$ cat config.mk
export PLATFORM = sky130hd
export DESIGN_NAME = hazard_scoreboard_unit
export DESIGN_NICKNAME = d
export VERILOG_FILES = /design/src/rtl/hazard_scoreboard_unit_pkg.sv /design/src/rtl/hazard_sb_entry.sv /design/src/rtl/hazard_scoreboard_unit.sv
export SDC_FILE = /design/constraint.sdc
export NUM_CORES = 1
export LEC_CHECK = 0
export BUFFER_PORTS_ARGS = -buffer_cell sky130_fd_sc_hd__buf_2
export CORE_AREA = 2 2 59 116
export DETAILED_ROUTE_END_ITERATION = 16
export DIE_AREA = 0 0 61 118
export GPL_TIMING_DRIVEN = 0
export PLACE_DENSITY = 0.77
export SETUP_SLACK_MARGIN = 0.5
export SLEW_MARGIN = 20
export SYNTH_ARGS = -nofsm -noshare
export SYNTH_HDL_FRONTEND = slang
export SYNTH_SLANG_ARGS = --single-unit
$ cat constraint.sdc
create_clock -name clk -period 3.2 [get_ports clk]
set_clock_uncertainty 0.15 [all_clocks]
set_input_delay 0.64 -clock clk [delete_from_list [all_inputs] [get_ports clk]]
set_output_delay 0.64 -clock clk [all_outputs]
set_load 0.02 [all_outputs]
$ cat src/rtl/hazard_scoreboard_unit_pkg.sv
// hazard_scoreboard_unit_pkg: shared sizes, default latencies and latency-select types for the ID-stage scoreboard.
package hazard_scoreboard_unit_pkg;

    localparam int REG_COUNT_D  = 16;
    localparam int REG_ADDR_W_D = 4;
    localparam int LOAD_LAT_D   = 1;
    localparam int NOFWD_LAT_D  = 2;
    localparam int CNT_W_D      = 2;
    localparam int PERF_W_D     = 16;

    typedef enum logic [1:0] {
        LAT_NONE,
        LAT_LOAD,
        LAT_NOFWD
    } lat_sel_e;

    // Forwarding hides ALU results entirely; only loads still need a gap.
    function automatic lat_sel_e pick_lat(input logic fwd_en, input logic mem_read);
        return fwd_en ? (mem_read ? LAT_LOAD : LAT_NONE) : LAT_NOFWD;
    endfunction

endpackage

$ cat src/rtl/hazard_sb_entry.sv
// hazard_sb_entry: one scoreboard slot, a saturating down-counter that reloads with max(drained count, load_val).
module hazard_sb_entry
    import hazard_scoreboard_unit_pkg::*;
#(
    parameter int CNT_W = CNT_W_D
) (
    input  logic             clk,
    input  logic             rst_n,
    input  logic             load_en,
    input  logic [CNT_W-1:0] load_val,
    output logic             busy
);

    logic [CNT_W-1:0] cnt;
    logic [CNT_W-1:0] dec;

    assign dec  = (cnt == '0) ? '0 : cnt - CNT_W'(1);
    assign busy = |cnt;

    // A younger write never shortens an older producer's remaining distance.
    always_ff @(posedge clk or negedge rst_n) begin
        if (!rst_n)
            cnt <= '0;
        else
            cnt <= (load_en && load_val > dec) ? load_val : dec;
    end

endmodule

$ cat src/rtl/hazard_scoreboard_unit.sv
// hazard_scoreboard_unit: per-register scoreboard of in-flight writes driving the ID-stage stall, plus a stall-cycle counter.
module hazard_scoreboard_unit
    import hazard_scoreboard_unit_pkg::*;
#(
    parameter int REG_COUNT  = REG_COUNT_D,
    parameter int REG_ADDR_W = REG_ADDR_W_D,
    parameter int LOAD_LAT   = LOAD_LAT_D,
    parameter int NOFWD_LAT  = NOFWD_LAT_D,
    parameter int CNT_W      = CNT_W_D,
    parameter int PERF_W     = PERF_W_D
) (
    input  logic                  clk,
    input  logic                  rst_n,
    input  logic                  fwd_en,
    input  logic                  id_valid,
    input  logic                  flush,
    input  logic                  two_src,
    input  logic [REG_ADDR_W-1:0] src1,
    input  logic [REG_ADDR_W-1:0] src2,
    input  logic [REG_ADDR_W-1:0] dest,
    input  logic                  wb_en,
    input  logic                  mem_read,
    output logic                  hazard,
    output logic [REG_COUNT-1:0]  pending,
    output logic [PERF_W-1:0]     stall_cnt
);

    logic [2**REG_ADDR_W-1:0] busy_all;
    logic                     src_busy;
    logic                     issue;
    lat_sel_e                 lat_sel;
    logic [CNT_W-1:0]         lat;

    // Indices past REG_COUNT read as permanently idle.
    always_comb begin
        busy_all                = '0;
        busy_all[REG_COUNT-1:0] = pending;
    end

    assign src_busy = busy_all[src1] | (two_src & busy_all[src2]);
    assign hazard   = id_valid & ~flush & src_busy;
    assign issue    = id_valid & ~flush & ~hazard & wb_en;
    assign lat_sel  = pick_lat(fwd_en, mem_read);
    assign lat      = (lat_sel == LAT_LOAD)  ? CNT_W'(LOAD_LAT)  :
                      (lat_sel == LAT_NOFWD) ? CNT_W'(NOFWD_LAT) : '0;

    for (genvar r = 0; r < REG_COUNT; r++) begin : g_entry
        hazard_sb_entry #(
            .CNT_W(CNT_W)
        ) u_entry (
            .clk     (clk),
            .rst_n   (rst_n),
            .load_en (issue && lat != '0 && dest == REG_ADDR_W'(r)),
            .load_val(lat),
            .busy    (pending[r])
        );
    end

    always_ff @(posedge clk or negedge rst_n) begin
        if (!rst_n)
            stall_cnt <= '0;
        else if (hazard && !(&stall_cnt))
            stall_cnt <= stall_cnt + PERF_W'(1);
    end

endmodule

Word-level counts from Yosys, hierarchy flattened --
Cells that the tools add are included.
Word-level totals: bits in registers 48, bits of input ports 20, output and inout bits 33, logic and storage cells 187
Operators by class: $add $sub $neg 17, $lt $le $gt $ge 18, equal/unequal tests 17, mux-type cells 40, bitwise logic cells 8, reduce and logical (&&, ||, !) cells 70
Operator list (number):
- $mux W2 | 35
- $logic_and A1 B1 Y1 | 34
- $eq A4 B4 Y1 const B | 8
- $gt A2 B2 Y1 | 16
- $logic_not A2 Y1 | 16
- $reduce_or A2 Y1 | 16
- $sub A2 B1 Y2 const B | 16
- $add A16 B1 Y16 const B | 1
- $eq A4 B3 Y1 const B | 4
- $reduce_and A16 Y1 | 1
- $lt A4 B5 Y1 const B | 2
- $bmux W1 S4 | 2
- $eq A4 B2 Y1 const B | 2
- $and A1 B1 Y1 | 5
- $eq A4 B1 Y1 const B | 1
- $logic_not A4 Y1 | 1
- $mux W1 | 3
- $eq A2 B1 Y1 const B | 1
- $eq A2 B2 Y1 const B | 1
- $not A1 Y1 | 2
- $reduce_bool A2 Y1 | 1
- $logic_not A1 Y1 | 1
- $or A1 B1 Y1 | 1

Longest topological paths before layout --
depth after elaboration 13, mapped depth 8, gate-level depth less buffers 7

Hierarchy --
A second synthesis with hierarchy kept.
Unflattened totals: cells, all modules 356, area total of the unflattened synthesis 3861.2 µm²
By module, submodules not included:
- hazard_sb_entry | instances 16, cells each 14, area an instance 162.7 µm², sequential area each 50.0 µm²
- hazard_scoreboard_unit | instances 1, cells each 132, area an instance 1258.7 µm², sequential area each 400.4 µm²

Worst setup path before layout --
OpenSTA, ideal clock, no wires.
path kind input to output, start input port src2[0], end output port hazard, arrival 2017 ps, setup slack 393 ps, stages on the path 6, path buffers 1, cells stage by stage mux4_2 -> o21ai_1 -> or3_1 -> and2_1 -> buf_2 -> nor2_1
Between the ends: word-level cells in the longest chain between the ends 5
Ends and longest elaborated chain:
- start: declaration | RTL line hazard_scoreboard_unit.sv:19 | input logic [REG_ADDR_W-1:0] src2,
- $bmux W1 S4 | RTL line hazard_scoreboard_unit.sv:40 | assign src_busy = busy_all[src1] | (two_src & busy_all[src2]);
- $mux W1 (implied by the code) | RTL line hazard_scoreboard_unit.sv:40
- $and A1 B1 Y1 | RTL line hazard_scoreboard_unit.sv:40
- $or A1 B1 Y1 | RTL line hazard_scoreboard_unit.sv:40
- $and A1 B1 Y1 | RTL line hazard_scoreboard_unit.sv:41 | assign hazard = id_valid & ~flush & src_busy;
- end: declaration | RTL line hazard_scoreboard_unit.sv:23 | output logic hazard,
No other way between the ends. The select of a mux whose other input is x is not followed.

Worst setup path after layout --
start register g_entry[14].u_entry.cnt[0], end output port hazard
Between the ends: word-level cells in the longest chain between the ends 6, elaborated cells between the ends (all ways) 8, classes of those cells mux (4); bitwise (3); reduce/logical (1)
Ends and longest elaborated chain:
- start: declaration | RTL line hazard_sb_entry.sv:14 | logic [CNT_W-1:0] cnt;
- start signal: assignment | RTL line hazard_sb_entry.sv:25 | cnt <= (load_en && load_val > dec) ? load_val : dec;
- $reduce_or A2 Y1 * | RTL line hazard_sb_entry.sv:18 | assign busy = |cnt;
- named net g_entry[14].u_entry.busy | RTL line hazard_sb_entry.sv:11 | output logic busy
- $bmux W1 S4 | RTL line hazard_scoreboard_unit.sv:40
- $mux W1 (implied by the code) | RTL line hazard_scoreboard_unit.sv:40
- $and A1 B1 Y1 | RTL line hazard_scoreboard_unit.sv:40
- $or A1 B1 Y1 * | RTL line hazard_scoreboard_unit.sv:40
- $and A1 B1 Y1 * | RTL line hazard_scoreboard_unit.sv:41
The timed path passes the listed nets; every way through them passes the cells marked *. The select of a mux whose other input is x is not followed.

==> metrics.yaml <==
avgRoutedWirePerCell_um: 16.8
gp_congestion: 0.811
clock_sinks: 48
yosys.area.top_type: "dfrtp_1"
portBuffers: 50
hold_class: "in -> async"
whs_ns: 0.190
clk_pin_slew_ns: 0.06
finalWorstSetupSlack_ns: 0.118
die_w_um: 61
num-fill-cells: 510
worst_pin_slew_ns: 0.847
fin_tns_setup_ns: 0
rsz0062_at_grt: "true"
synth.yosys.warnings: 0
cts-htree-levels: 2
endpoint_kind: "output port"
syn_area_um2: 3420
required_ns: 2.41
ys_ff_latch: 48
place_area_um2: 3780
grt_pass1_vias: 2816
cts_made_buffers: 5
synth_edf_count: 0
layout_common_cells: "buf_2, dfrtp_1, buf_4, ha_1, nand2_1"
hold_violations: 0
cts_tree: "built"
ant_nets: 0
ys_seq_area_share_pct: 35.1
ys_top_cells_by_area: "dfrtp_1, ha_1, mux2_1"
grt_max_degree: 49
drt-total-wl_um: 8370
synthFlopType: "dfrtp_1"
fp.dieH_um: 118
fp.dieArea_um2: 7200
final_cell_area_um2: 4300
worstSetupStartpoint: "g_entry[14].u_entry.cnt[0]$_DFF_PN0_"
vias_per_cell: 5.67
ctsHoldBuffers: 0
fin_crit_sh_pct: 96.3
final_util_pct: 68.1
finalMaxSlewViolations: 0
syn_area_per_cell_um2: 10.3
cp_max_fo: 3
root_buffer: "clkbuf_16"
ys_types: 37
drc: 0
cp-start-kind: "flip-flop"
dr.pass1.iters: 4
initial_core_util_pct: 54.2
slew_headroom_pct: 42.1
n_antenna_cell: 0
syn_nets: 385
power.leakage_nw: 2.17
grt_overflow: 0
syn_inst: 332
drive_gt1_share_pct: 32.7
report.final.setup_viol: 0
crit_arrival_ns: 2.29
outcome: "complete, no violations"
path_class: "reg -> out"
pre_cts_ws_ns: -0.196
final_common_cell: "buf_2"
cap_violations: 0
num_io_pins: 53
area_growth_pct: 25.6
yosys.area.top_type_share_pct: 35.1
drt-initial-drc-count: 106
async_flop_share_pct: 100
clockBufferDepth: 2
r2r_start: "g_entry[14].u_entry.cnt[0]$_DFF_PN0_"
fmax_ghz: 0.324
place_hpwl_um: 5890
antenna_found_initial: 0
nets: 465
fin_crit_ns: 3.08
pwr_density_cell_nw_per_um2: 328
num_rows: 41
ir_worst_vdd_uv: 450
track_usage_pct: 24.9
num_vias: 2829
clk_latency_ns: 0.29
coreArea_um2: 6310
grt_pass1_wl_um: 13400
[report_power, final]
group / total [mW] / internal [mW] / leakage, nW / switching, mW
combinational: 0.223 / 0.0813 / 1.44 / 0.142
sequential: 0.653 / 0.628 / 0.666 / 0.0251
clock: 0.536 / 0.312 / 0.0712 / 0.224
[cell families after synthesis]
logic type / count (synthesis) / synth area share [%]
AND/OR/NAND/NOR: 117 / 20.1
flip-flops: 48 / 35.1
buffers and inverters: 44 / 6.66
multiplexers: 41 / 15.6
AO/OA/AOI/OAI: 34 / 6.66
adder cells (fa/ha/maj): 33 / 12.1
XOR/XNOR: 15 / 3.84
[synthesized netlist by cell type, types with 2 or more instances]
cell       count
inv_1         17
and3_1         6
and4_1         3
nor2b_1       19
a21oi_1       17
buf_4         16
xnor2_1       14
nand3_1        8
nand4_1       10
nand3b_1       3
nor4_2         2
or2_1         16
o2111ai_1      4
nand2b_1       3
nand2_1       32
clkbuf_1       7
dfrtp_1       48
a2111oi_0     10
mux2i_1       16
nor2_1         5
and4b_1        2
ha_1          33
nand4b_1       3
mux2_1        17
buf_2          2
mux4_2         8
[per-stage QoR]
stage | cells | power, mW
2_1_floorplan | 332 | 0.776
3_3_place_gp | 468 | 0.856
3_5_place_dp | 468 | 0.866
4_1_cts | 494 | 1.41
5_1_grt | 499 | 1.47
6_report | 499 | 1.41
[what timing repair did]
item                                   in CTS  in global routing
endpoints found under the hold margin       0                  0
pin swaps                                   6                  0
setup endpoints to repair                  30                 38
cloned                                      0                  0
setup buffers                              18                  5
gates resized for setup                    27                 12
[registers in the layout, indices dropped and copies added, names as in the netlist]
register and cells:
g_entry.u_entry.cnt 32, stall_cnt 16
[final timing paths]
kind	end	slack [ns]	cells past startpoint
setup / recovery	hazard	0.12	8
hold / removal	stall_cnt[13]$_DFFE_PN0P_	0.19	1
setup reg to reg	g_entry[9].u_entry.cnt[0]$_DFF_PN0_	0.24	9
hold reg to reg	stall_cnt[14]$_DFFE_PN0P_	0.34	1
max in group asynchronous	g_entry[2].u_entry.cnt[1]$_DFF_PN0_	2.24	1
min in group clk	stall_cnt[14]$_DFFE_PN0P_	0.34	1
[routing by layer]
| layer | share of wire, % | GRT usage (%) | wire length, um |
|---|---|---|---|
| met2 | 55 | 43.6 | 4620 |
| met5 | 0 | 0 | 0 |
| met1 | 38 | 29.4 | 3170 |
| met3 | 3.8 | 2.75 | 320 |
| met4 | 3.0 | 10.2 | 252 |
[area by class of cell]
cell class,instances,area (um2),area share [%]
inverters,19,71.3,1.66
flip-flops and latches,48,1200,28.0
repair buffers,73,447,10.4
multi-input cells,240,2160,50.3
plain buffers,25,164,3.81
clock buffers,8,146,3.41
well taps,86,108,2.50
[critical path: stages (launching register included)]
cell	delay [ns]
dfrtp_1	0.39
or2_4	0.27
mux4_2	0.46
and3_1	0.15
and4b_2	0.33
and2_4	0.16
buf_6	0.09
nor2_2	0.04
buf_6	0.12
Power figures use the tool's default switching activity.
